$ cat src/rtl/pipe_hazard_ctrl_pkg.sv
//============================================================================
// hazard_pkg : shared types and constants for the pipeline hazard controller
// Revision   : 1.0
//============================================================================
`default_nettype none

package hazard_pkg;

  typedef enum logic [1:0] {
    IDLE     = 2'd0,
    DIV_BUSY = 2'd1,
    MEM_WAIT = 2'd2,
    EXC      = 2'd3
  } hz_state_e;

  localparam int         DIV_CYCLES_DEFAULT = 32;
  localparam logic [4:0] REG_ZERO           = 5'd0;

  // Counter width able to hold DIV_CYCLES-1 (at least one bit).
  function automatic int cnt_width(input int cycles);
    return (cycles > 2) ? $clog2(cycles) : 1;
  endfunction

endpackage

`default_nettype wire

$ cat src/rtl/div_stall_counter.sv
//============================================================================
// div_stall_counter : divide occupancy counter (load / decrement / freeze / clear)
// Revision          : 1.0
//============================================================================
`default_nettype none

module div_stall_counter
  import hazard_pkg::*;
#(
  parameter int DIV_CYCLES = DIV_CYCLES_DEFAULT
) (
  input  logic clk,
  input  logic rst,
  input  logic load,
  input  logic dec,
  input  logic clear,
  output logic zero,
  output logic last
);

  localparam int CW = cnt_width(DIV_CYCLES);

  logic [CW-1:0] count;

  // Holding dec low freezes the count (used while memory stalls the pipe).
  always_ff @(posedge clk) begin
    if (!rst || clear) begin
      count <= '0;
    end else if (load) begin
      count <= CW'(DIV_CYCLES - 1);
    end else if (dec && count != '0) begin
      count <= count - 1'b1;
    end
  end

  assign zero = (count == '0);
  assign last = (count == CW'(1));

endmodule

`default_nettype wire

$ cat src/rtl/pipe_hazard_ctrl.sv
//============================================================================
// pipe_hazard_ctrl : stall/flush sequencer for the 5-stage F/D/E/M/W pipeline.
//                    Optional perf counters enabled by HAZ_PERF_CNT_EN.
// Revision         : 1.0
//============================================================================
`default_nettype none

module pipe_hazard_ctrl
  import hazard_pkg::*;
#(
  parameter int DIV_CYCLES = DIV_CYCLES_DEFAULT
`ifdef HAZ_PERF_CNT_EN
  , parameter int CNT_W = 32
`endif
) (
  input  logic       clk,
  input  logic       rst,
  input  logic       instr_ready_F,
  input  logic       mem_req_M,
  input  logic       data_ready_M,
  input  logic [4:0] rs_D,
  input  logic [4:0] rt_D,
  input  logic [4:0] rt_E,
  input  logic       memtoreg_E,
  input  logic       div_start_E,
  input  logic       mispred_E,
  input  logic       is_in_slot_D,
  input  logic       except_M,
  output logic       stall_F,
  output logic       stall_D,
  output logic       stall_E,
  output logic       stall_M,
  output logic       flush_D,
  output logic       flush_E,
  output logic       flush_M,
  output logic       flush_W,
  output logic       div_busy,
  output logic [1:0] state
`ifdef HAZ_PERF_CNT_EN
  , output logic [CNT_W-1:0] stall_cyc
  , output logic [CNT_W-1:0] flush_cyc
`endif
);

  hz_state_e state_q, state_n;
  logic      div_pend, div_pend_n;
  logic      cnt_load, cnt_dec, cnt_clear, cnt_zero, cnt_last;
  logic      mem_stall, load_use;

  div_stall_counter #(.DIV_CYCLES(DIV_CYCLES)) u_div_cnt (
    .clk   (clk),
    .rst   (rst),
    .load  (cnt_load),
    .dec   (cnt_dec),
    .clear (cnt_clear),
    .zero  (cnt_zero),
    .last  (cnt_last)
  );

  assign mem_stall = mem_req_M & ~data_ready_M;
  assign load_use  = memtoreg_E && (rt_E != REG_ZERO) && ((rt_E == rs_D) || (rt_E == rt_D));

  // div_pend spans launch through the completion cycle, so a divide paused by
  // MEM_WAIT resumes afterwards and the re-presented div_start_E is not relaunched.
  always_ff @(posedge clk) begin
    if (!rst) begin
      state_q  <= IDLE;
      div_pend <= 1'b0;
    end else begin
      state_q  <= state_n;
      div_pend <= div_pend_n;
    end
  end

  always_comb begin
    stall_F    = 1'b0;
    stall_D    = 1'b0;
    stall_E    = 1'b0;
    stall_M    = 1'b0;
    flush_D    = 1'b0;
    flush_E    = 1'b0;
    flush_M    = 1'b0;
    flush_W    = 1'b0;
    state_n    = IDLE;
    div_pend_n = div_pend;
    cnt_load   = 1'b0;
    cnt_dec    = 1'b0;
    cnt_clear  = 1'b0;
    if (rst) begin
      if (except_M) begin
        flush_D    = 1'b1;
        flush_E    = 1'b1;
        flush_M    = 1'b1;
        flush_W    = 1'b1;
        cnt_clear  = 1'b1;
        div_pend_n = 1'b0;
        state_n    = EXC;
      end else if (mem_stall) begin
        stall_F = 1'b1;
        stall_D = 1'b1;
        stall_E = 1'b1;
        stall_M = 1'b1;
        flush_W = 1'b1;
        state_n = MEM_WAIT;
      end else begin
        if (div_pend && !cnt_zero) begin
          stall_F = 1'b1;
          stall_D = 1'b1;
          stall_E = 1'b1;
          cnt_dec = 1'b1;
          state_n = cnt_last ? IDLE : DIV_BUSY;
        end else if (div_pend) begin
          div_pend_n = 1'b0;
        end else if (div_start_E) begin
          stall_F    = 1'b1;
          stall_D    = 1'b1;
          stall_E    = 1'b1;
          flush_M    = 1'b1;
          cnt_load   = 1'b1;
          div_pend_n = 1'b1;
          state_n    = (DIV_CYCLES > 1) ? DIV_BUSY : IDLE;
        end else if (load_use) begin
          stall_F = 1'b1;
          stall_D = 1'b1;
          flush_E = 1'b1;
        end else if (mispred_E && !is_in_slot_D) begin
          flush_D = 1'b1;
        end
        if (!instr_ready_F) begin
          stall_F = 1'b1;
          if (!stall_D) flush_D = 1'b1;
        end
      end
    end
  end

  assign div_busy = rst && (state_q == DIV_BUSY);
  assign state    = state_q;

`ifdef HAZ_PERF_CNT_EN
  always_ff @(posedge clk) begin
    if (!rst) begin
      stall_cyc <= '0;
      flush_cyc <= '0;
    end else begin
      if (stall_D && stall_cyc != '1) stall_cyc <= stall_cyc + 1'b1;
      if (flush_D && flush_cyc != '1) flush_cyc <= flush_cyc + 1'b1;
    end
  end
`endif

endmodule

`default_nettype wire

$ cat config.mk
export PLATFORM = sky130hd
export DESIGN_NAME = pipe_hazard_ctrl
export DESIGN_NICKNAME = d
export VERILOG_FILES = /design/src/rtl/pipe_hazard_ctrl_pkg.sv /design/src/rtl/div_stall_counter.sv /design/src/rtl/pipe_hazard_ctrl.sv
export SDC_FILE = /design/constraint.sdc
export NUM_CORES = 1
export LEC_CHECK = 0
export BUFFER_PORTS_ARGS = -buffer_cell sky130_fd_sc_hd__buf_4
export CAP_MARGIN = 25
export CORE_MARGIN = 5
export CORE_UTILIZATION = 46
export DETAILED_ROUTE_END_ITERATION = 8
export PLACE_DENSITY = 0.86
export SYNTH_ARGS = -nofsm -noshare
export SYNTH_HDL_FRONTEND = slang
export SYNTH_SLANG_ARGS = --single-unit
$ cat constraint.sdc
create_clock -name clk -period 4.8 [get_ports clk]
set_input_delay 0.24 -clock clk [delete_from_list [all_inputs] [get_ports clk]]
set_output_delay 0.24 -clock clk [all_outputs]
set_load 0.02 [all_outputs]
Word-level counts from Yosys, hierarchy flattened
Index checks and enable logic that the tools add are counted.
{"block": "totals", "ff_bits": 8, "latchBits": 0, "ramBits": 0, "romBits": 0, "input_bits": 25, "out_inout_bits": 11, "word_cells": 91, "mem_count": 0}
{"block": "classes", "n_addsub": 1, "multipliers": 0, "n_div": 0, "n_lt_le_gt_ge": 0, "n_eq_ne": 4, "shifts": 0, "n_mux": 61, "bitwise": 5, "n_reduce_logical": 17}
{"operator": "2-to-1 mux 1 bit", "count": 57}
{"operator": "equality test 5 bit", "count": 2}
{"operator": "2-to-1 mux 5 bit", "count": 2}
{"operator": "nonzero test 5 bit", "count": 2}
{"operator": "logical AND 1 bit", "count": 6}
{"operator": "equality test 5 x 1 -> 1 bit (second input constant)", "count": 1}
{"operator": "zero test 5 bit", "count": 1}
{"operator": "subtractor 5 x 1 -> 5 bit (second input constant)", "count": 1}
{"operator": "2-to-1 mux 2 bit", "count": 2}
{"operator": "NOT 1 bit", "count": 4}
{"operator": "zero test 1 bit", "count": 3}
{"operator": "equality test 2 x 1 -> 1 bit (second input constant)", "count": 1}
{"operator": "logical OR 1 bit", "count": 2}
{"operator": "AND reduction 2 bit", "count": 1}
{"operator": "nonzero test 2 bit", "count": 1}
{"operator": "OR reduction 2 bit", "count": 1}
{"operator": "AND 1 bit", "count": 1}

Depth between registers and ports, before layout
Gate-level depths: netlist (run 1).
{"block": "depth", "ltp_word": 15, "mapped_depth": 7, "ltp_nobuf": 7}

Cells and area by module
Synthesis (run 1) repeated with hierarchy kept, for this count alone.
{"block": "unflattened", "cells_unflattened": 90, "hier_area_um2": 708.2}
{"module": "pipe_hazard_ctrl", "n_inst": 1, "cells_each": 57, "area_per_inst_um2": 402.9, "seq_area_each_um2": 60.1}
{"module": "div_stall_counter", "n_inst": 1, "cells_each": 33, "area_per_inst_um2": 305.3, "seq_area_each_um2": 100.1}

Worst setup path after synthesis (run 1)
OpenSTA, ideal clock, no wires.
{"block": "synth_path", "path_kind": "reg-to-output", "startpoint": "register u_div_cnt.count[0]", "endpoint": "output port stall_D", "arrival_ns": 1.586, "required_time_ns": 4.560, "setup_slack_ns": 2.974, "stages_incl_launch_ff": 8, "n_path_buf": 0, "path_cell_list": "dfxtp_1 -> inv_1 -> ha_1 -> or4b_4 -> nand2_2 -> nand2_2 -> nor2_1 -> a221oi_1"}
{"block": "synth_via", "elab_chain_len": 10}
{"item": "start: declaration", "line": "div_stall_counter.sv:23", "rtl": "logic [CW-1:0] count;"}
{"item": "start signal: assignment", "line": "div_stall_counter.sv:30", "rtl": "count <= CW'(DIV_CYCLES - 1);"}
{"item": "start signal: assignment", "line": "div_stall_counter.sv:32", "rtl": "count <= count - 1'b1;"}
{"item": "zero test 5 bit", "line": "div_stall_counter.sv:36", "rtl": "assign zero = (count == '0);"}
{"item": "zero test 1 bit", "line": "pipe_hazard_ctrl.sv:106", "rtl": "if (div_pend && !cnt_zero) begin"}
{"item": "logical AND 1 bit", "line": "pipe_hazard_ctrl.sv:106"}
{"item": "2-to-1 mux 1 bit", "line": "pipe_hazard_ctrl.sv:106"}
{"item": "2-to-1 mux 1 bit", "line": "pipe_hazard_ctrl.sv:98", "rtl": "end else if (mem_stall) begin"}
{"item": "2-to-1 mux 1 bit", "line": "pipe_hazard_ctrl.sv:90", "rtl": "if (except_M) begin"}
{"item": "2-to-1 mux 1 bit", "line": "pipe_hazard_ctrl.sv:89", "rtl": "if (rst) begin"}
{"item": "2-to-1 mux 1 bit", "line": "pipe_hazard_ctrl.sv:98"}
{"item": "2-to-1 mux 1 bit", "line": "pipe_hazard_ctrl.sv:90"}
{"item": "2-to-1 mux 1 bit", "line": "pipe_hazard_ctrl.sv:89"}
{"item": "end: declaration", "line": "pipe_hazard_ctrl.sv:30", "rtl": "output logic stall_D,"}
Every way passes these cells. The select of a mux whose other input is x is not followed.

Worst setup path in the final report (run 1)
{"block": "layout_path", "startpoint": "register u_div_cnt.count[0]", "endpoint": "output port stall_F"}
{"block": "layout_via", "elab_chain_len": 8}
{"item": "zero test 5 bit", "line": "div_stall_counter.sv:36"}
{"item": "zero test 1 bit", "line": "pipe_hazard_ctrl.sv:106"}
{"item": "logical AND 1 bit", "line": "pipe_hazard_ctrl.sv:106"}
{"item": "2-to-1 mux 1 bit", "line": "pipe_hazard_ctrl.sv:106"}
{"item": "2-to-1 mux 1 bit", "line": "pipe_hazard_ctrl.sv:129", "rtl": "if (!instr_ready_F) begin"}
{"item": "2-to-1 mux 1 bit", "line": "pipe_hazard_ctrl.sv:98"}
{"item": "2-to-1 mux 1 bit", "line": "pipe_hazard_ctrl.sv:90"}
{"item": "2-to-1 mux 1 bit", "line": "pipe_hazard_ctrl.sv:89"}
{"item": "end: declaration", "line": "pipe_hazard_ctrl.sv:29", "rtl": "output logic stall_F,"}
Every way passes these cells.

==> results_dict.tcl, run 1 <==
set metrics [dict create \
    cts_root_buffer_type "clkbuf_4" \
    grt_antenna_before_repair 0 \
    seqPwrFrac 0.379 \
    gpl.final_weighted_congestion 0.809 \
    power_frac_clock 0.251 \
    io_pins 36 \
    final-hold-violation-count 0 \
    postSynthRegisterBits 8 \
    crit-reg2reg-capture "u_div_cnt.count[3]" \
    worstRegToRegCells 7 \
    routed_via_density 5.38 \
    power.switching_uw 58.6 \
    htreeDepth 1 \
    height_of_the_chip_um 47.9 \
    synth_area_leader_cell "dfxtp_1" \
    synthesis.yosys.warnings 0 \
    timing.final.crit_period_ps 2200 \
    crit_path_cell_chain "inv_1, ha_1, or4b_4, a21oi_1, a31o_2, a21oi_1, buf_4" \
    crit_path_top_delay_cell "or4b_4" \
    synth_cell_type_count 33 \
    clock_tree_from_tritoncts "yes" \
    static-leakage-power_uw 0.000426 \
    cp_common_cell "a21oi_1" \
    synth.top_cells.by_area "dfxtp_1, xnor2_1, a21oi_1" \
    rsz0062_at_grt "no" \
    p_sw_frac 0.301 \
    hold_path.class "in -> reg" \
    die-area_sq_um 2300 \
    critPathMaxStageDelay_ps 490 \
    clkLatencyLatePin_ps 250 \
    placement_rows 13 \
    yosys.area_share.xor_xnor 0.159 \
    clock_skew_ps 1.48 \
    max_freq_mhz 454 \
    postSynthCellCount 83 \
    final_net_count 146 \
    global_route.usage.total 0.173 \
    synth_adder_area_share 0.0378 \
    element_type_at_the_critical_path_end "primary output" \
    routedWlPerCell_um 13.6 \
    timing_max_transition_violations_final 0 \
    total_wire_length_after_detailed_routing_um 1800 \
    cts-resized-gates 0 \
    top_usage_layer "met2" \
    r2r_setup_slack_ps 3090 \
    critical_path.max_fanout 3 \
    drtAntennaViolNets 0 \
    ctsHoldBuffers 0 \
    synth_compound_gate_area_share 0.225 \
    cts_post_setup_buffers_inserted 0 \
    tightestPinTransition_ps 393 \
    setup-tns-final_ps 0 \
    worst_case_hold_path_end_point "state[1]" \
    crit-reg2reg-launch "u_div_cnt.count[0]" \
    via_count 710 \
    critPathLaunchType "flip-flop" \
    timing.setup.critical_path_class "reg -> out" \
    grt_pass1_wl_um 2780 \
    synth_nets 110 \
    cts_max_path_buffers 2 \
    power_per_cell_area_nw_per_um2 205 \
    period_share 0.458 \
    antenna_cells 0 \
    ratio_of_cells_with_drive_above_1_in_the_final_layout 0.385 \
    min_delay_path_depth 2 \
    drt-initial-drc-count 16 \
    port_buffers 35 \
    ys_seq_area_frac 0.242 \
    globalRoute.totalOverflow 0 \
    total_internal_power_uw 136 \
    mappedNetlistArea_sq_um 662 \
    setup_violations 0 \
    drt_drc_violations_left 0 \
    hold_path_startpoint "except_M" \
    gr-usage-met1 0.191 \
    timing.slew.headroom 0.736 \
    timing.max_cap.violations 0 \
    clkTransAtPathRegs_ps 50 \
    result_of_the_run "finished, final reports clean" \
    mean_area_per_synthesized_cell_sq_um 7.97 \
    start_util 0.496 \
    global_route.usage.met3 0.0489 \
    synth_top_family_by_area "simple AND/OR/NAND/NOR gates" \
    first_global_vias 657 \
    largest_net_degree_at_the_start_of_global_routing 11 \
    dp_hpwl_um 1570 \
    grt_util_met2 0.332 \
    synth_top_cell_area_share 0.242 \
    worst_ep_required_time_ps 4560 \
    cts_buffers 3 \
    share_comb_of_total_power 0.370 \
    area_growth_syn_to_layout_pct 43.5 \
    drt-pass1-iter-count 4 \
    arrival_time_at_the_worst_endpoint_ps 1960 \
    report.power.total_uw 195 \
    power.ir.vdd_worst_mv 0.155 \
    floorplan.die.width_um 47.9 \
    synthSimpleGateAreaFrac 0.295 \
    core_area_sq_um 1330 \
    numClockSinks 8 \
    synth.area.mux_share 0 \
]
==> final cells by class <==
cell class                      instances  area, sq um
Sequential cell                         8          160
Fill cell                             116          384
Inverter                                3         11.3
Multi-Input combinational cell         68          474
Clock buffer                            3         22.5
Timing Repair Buffer                   35          263
Tap cell                               15         18.8
==> state kept, by name, summed over array words and instances, names as in the netlist <==
signal	cells
u_div_cnt.count	5
state	2
div_pend	1
==> power by group through the flow <==
stage               clock network (uW)  registers [uW]  logic [uW]
floorplan                            0            75.2        39.8
global placement                     0            75.0        70.3
detailed placement                   0            75.2        72.3
CTS                               51.4            73.8        72.5
global route                      54.8            74.2        78.5
finish                            48.8            73.9        72.0
==> worst max path at each step <==
stage,from,end,slack [ps]
after floorplan,u_div_cnt.count[0],stall_D,2970
after global placement,u_div_cnt.count[0],stall_F,2900
after detailed placement,u_div_cnt.count[0],stall_F,2870
after CTS,u_div_cnt.count[0],stall_F,2590
after global routing,u_div_cnt.count[0],stall_F,2480
final,u_div_cnt.count[0],stall_F,2600
==> Yosys cell counts (all sizes together) <==
| master | n |
|---|---|
| a211oi | 1 |
| a21oi | 10 |
| a221o | 1 |
| a221oi | 1 |
| a31o | 1 |
| and3b | 2 |
| buf | 1 |
| clkbuf | 3 |
| dfxtp | 8 |
| ha | 2 |
| inv | 3 |
| nand2 | 5 |
| nand2b | 2 |
| nand3 | 3 |
| nor2 | 6 |
| nor2b | 2 |
| nor3 | 6 |
| nor3b | 2 |
| nor4 | 1 |
| o21a | 3 |
| o21ai | 1 |
| o221ai | 1 |
| o311a | 1 |
| o31a | 1 |
| o41ai | 1 |
| or2b | 1 |
| or4 | 1 |
| or4b | 1 |
| xnor2 | 8 |
| xor2 | 4 |
==> per-stage QoR <==
stage	util	cells	setup WS, ps	area, sq um	hold WS [ps]
final	0.712	132	2600	950	268
after global routing	0.712	132	2480	950	270
after CTS	0.712	132	2590	950	262
after detailed placement	0.695	129	2870	927	484
after global placement	0.695	129	2900	927	475
after floorplan	-	83	2970	662	456
==> cell families (layout without fill, tap and decap cells) <==
logic type               Yosys count  after routing
flip-flops                         8              8
XOR/XNOR                          12             12
buffers and inverters              7             41
AO/OA/AOI/OAI                     22             22
adder cells (fa/ha/maj)            2              2
AND/OR/NAND/NOR                   32             32
==> cell usage in the layout (no fill, tap or decap), types with 2 or more instances in the layout <==
cell type,n
ha_1,2
nand2_1,3
nor2_1,6
nor3_1,6
o21a_1,3
inv_1,3
xnor2_1,8
nand3_1,2
and3b_1,2
buf_4,35
nand2_2,2
a21oi_1,10
nand2b_1,2
clkbuf_4,3
dfxtp_1,8
xor2_1,4
nor2b_1,2
==> routing by layer <==
layer | vias up | wire length, um
met5 | - | 0
met4 | 0 | 0
met3 | 0 | 94
met2 | 14 | 944
met1 | 320 | 762
li1 | 376 | -
==> critical path: cells and delay by family (launching register included) <==
| family | cells | cell delay, ps |
|---|---|---|
| flip-flops | 1 | 320 |
| AO/OA/AOI/OAI | 3 | 490 |
| adder cells (fa/ha/maj) | 1 | 160 |
| buffers and inverters | 2 | 260 |
| AND/OR/NAND/NOR | 1 | 490 |
No activity file was read; power rests on OpenSTA's default activity.
==> inputs of run 2 (changes only) <==
--- a/config.mk
+++ b/config.mk
@@ -5,12 +5,13 @@
 export SDC_FILE = /design/constraint.sdc
 export NUM_CORES = 1
 export LEC_CHECK = 0
+export ABC_AREA = 1
 export BUFFER_PORTS_ARGS = -buffer_cell sky130_fd_sc_hd__buf_4
 export CAP_MARGIN = 25
 export CORE_MARGIN = 5
-export CORE_UTILIZATION = 46
+export CORE_UTILIZATION = 44
 export DETAILED_ROUTE_END_ITERATION = 8
-export PLACE_DENSITY = 0.86
+export PLACE_DENSITY = 0.81
 export SYNTH_ARGS = -nofsm -noshare
 export SYNTH_HDL_FRONTEND = slang
 export SYNTH_SLANG_ARGS = --single-unit
==> constraint.sdc (replaced) <==
create_clock -name clk -period 2.2 [get_ports clk]
set_input_delay 0.11 -clock clk [delete_from_list [all_inputs] [get_ports clk]]
set_output_delay 0.11 -clock clk [all_outputs]
set_load 0.02 [all_outputs]
==> run 2 against run 1 <==
  * Global-route usage down 2.4 points
  * Hold slack got worse by 110 ps
  * Synthesized area rose by 10%
  * Worst setup slack got worse by 2000 ps
  * Sequential cell count did not move
  * Clock power increased by 120%
  * Combinational power is 130% higher
  * Register-to-register slack got worse by 2400 ps
  * Clock skew is 0.59 ps higher
  * Critical path type unchanged
==> results_dict.tcl, run 2 <==
set metrics [dict create \
    drt-pass1-iter-count 4 \
    timing.setup.critical_path_class "reg -> out" \
    postSynthCellCount 124 \
    gpl.final_weighted_congestion 0.841 \
    synthesis.yosys.warnings 0 \
    synth-edff-count 0 \
    final_net_count 191 \
    largest_net_degree_at_the_start_of_global_routing 10 \
    synth_top_cell_area_share 0.219 \
    critical_path.max_fanout 4 \
    postSynthRegisterBits 8 \
    synth.most_common_cell "nand2_1" \
    antenna_cells 0 \
    final_common_cell "buf_4" \
    final-hold-violation-count 0 \
    static-leakage-power_uw 0.000578 \
    timing.max_cap.violations 0 \
    cts_post_setup_buffers_inserted 0 \
    clock_skew_ps 2.07 \
    mean_area_per_synthesized_cell_sq_um 5.89 \
    setup_violations 0 \
    timing.slew.headroom 0.824 \
    rsz0062_at_grt "no" \
    synth_area_leader_cell "dfxtp_1" \
    grt_antenna_before_repair 0 \
    worst_ep_required_time_ps 2090 \
    timing.final.crit_period_ps 1580 \
    power_frac_clock 0.247 \
    ratio_of_cells_with_drive_above_1_in_the_final_layout 0.370 \
    setup-tns-final_ps 0 \
    cts_buffers 3 \
    period_share 0.719 \
    most_used_cells_in_the_layout_excluding_fill_and_tap_cells "buf_4, nand2_1, inv_1" \
    power.switching_uw 137 \
    hold_path.class "in -> reg" \
    cts_max_path_buffers 2 \
    floorplan.die.width_um 50.8 \
    tightestPinTransition_ps 263 \
    max_freq_mhz 633 \
    htreeDepth 1 \
    final_cells 178 \
    power_per_cell_area_nw_per_um2 411 \
    globalRoute.totalOverflow 0 \
    register_with_the_most_flip_flops "u_div_cnt.count" \
    dp_hpwl_um 1570 \
    cts-resized-gates 0 \
    clock_tree_from_tritoncts "yes" \
    synth_nets 151 \
    io_pins 36 \
    synth.top_cells.by_area "dfxtp_1, nand2_1, inv_1" \
    cts_root_buffer_type "clkbuf_4" \
    port_buffers 35 \
    post-place-cells 175 \
    area_growth_syn_to_layout_pct 41.8 \
    height_of_the_chip_um 50.8 \
    drt_drc_violations_left 0 \
    first_global_vias 764 \
    die-area_sq_um 2580 \
    placement_rows 14 \
    drtAntennaViolNets 0 \
    arrival_time_at_the_worst_endpoint_ps 1470 \
    total_internal_power_uw 289 \
    flip_flop_count_of_the_largest_register_all_copies_and_words_added 5 \
    start_util 0.474 \
    timing_max_transition_violations_final 0 \
    ys_seq_area_frac 0.219 \
    routedWlPerCell_um 10.1 \
    drt-initial-drc-count 23 \
    mappedNetlistArea_sq_um 731 \
    synth-async-reset-ratio 0 \
    via_count 843 \
    result_of_the_run "finished, final reports clean" \
    seqPwrFrac 0.369 \
    share_comb_of_total_power 0.384 \
    synth_cell_type_count 22 \
    grt_pass1_wl_um 3020 \
    routed_via_density 4.74 \
    clkLatencyLatePin_ps 240 \
    power.ir.vdd_worst_mv 0.505 \
    critPathLaunchType "flip-flop" \
    element_type_at_the_critical_path_end "primary output" \
    numClockSinks 8 \
    global_route.usage.total 0.148 \
    total_wire_length_after_detailed_routing_um 1800 \
    clkTransAtPathRegs_ps 50 \
    postSynth.topFlopCell "dfxtp_1" \
    synth.top_cells.by_count "nand2_1, inv_1, nor2_1, a21oi_1, dfxtp_1" \
    p_sw_frac 0.321 \
    core_area_sq_um 1540 \
    ctsHoldBuffers 0 \
]
-- run 2: changes by cell type in the layout (fill, tap and decap cells not counted), moves of 5 or more --
cell / before / now
nor3_1: 6 / 0
inv_1: 3 / 19
nor2_2: 0 / 6
nand2_1: 3 / 31
nor2_1: 6 / 11
inv_2: 0 / 7
xnor2_1: 8 / 3
-- run 2: worst paths after layout --
path | end | startpoint | cells past startpoint | slack, ps
setup / recovery | flush_D | u_div_cnt.count[0] | 9 | 620
hold / removal | state[1] | rst | 3 | 160
setup reg to reg | u_div_cnt.count[2] | u_div_cnt.count[0] | 9 | 730
hold reg to reg | u_div_cnt.count[4] | u_div_cnt.count[4] | 2 | 460
-- run 2: layout make-up --
class / count / area [sq um]
Fill cell: 137 / 505
Multi-Input combinational cell: 88 / 465
Timing Repair Buffer: 35 / 263
Sequential cell: 8 / 160
Inverter: 28 / 105
Clock buffer: 3 / 22.5
Tap cell: 16 / 20.0
-- run 2: logic make-up (layout without fill, tap and decap cells) --
kind of cell    Yosys count  count (layout)  synth area share
compound gates           18              18             0.142
xor+xnor                  4               4            0.0480
fa+ha+maj                 2               2            0.0342
buf+inv                  28              66             0.144
flops                     8               8             0.219
simple gates             64              64             0.413
-- run 2: worst max-delay path, stage by stage (launching register included) --
cell and delay [ps]:
dfxtp_1 360, inv_1 70, ha_1 220, nand3_2 90, nand2_2 70, nand2_2 90
nand2_1 50, nand2_1 80, a21oi_2 50, buf_4 150
-- run 2: per-layer routing --
metal  part of all wire  vias to the layer above  track usage
met5                  0                        -            0
met4             0.0067                        0       0.0213
met3              0.094                        2       0.0680
met2               0.46                       28        0.252
met1               0.44                      354        0.172
li1                   -                      459            -
-- run 2: power by group through the flow --
stage / Clock, uW / Sequential (uW) / Combinational, uW
global placement: 0 / 160 / 160
floorplan: 0 / 163 / 89.7
CTS: 111 / 157 / 165
global route: 125 / 158 / 181
detailed placement: 0 / 160 / 164
finish: 105 / 157 / 164
-- run 2: through the flow --
step | hold WS, ps | setup WS, ps | utilization | instance area (sq um) | total power [uW]
finish | 159 | 619 | 0.672 | 1040 | 426
global route | 158 | 479 | 0.672 | 1040 | 464
global placement | 403 | 797 | 0.657 | 1010 | 320
CTS | 151 | 604 | 0.672 | 1040 | 433
detailed placement | 415 | 746 | 0.657 | 1010 | 324
floorplan | 284 | 841 | - | 731 | 252
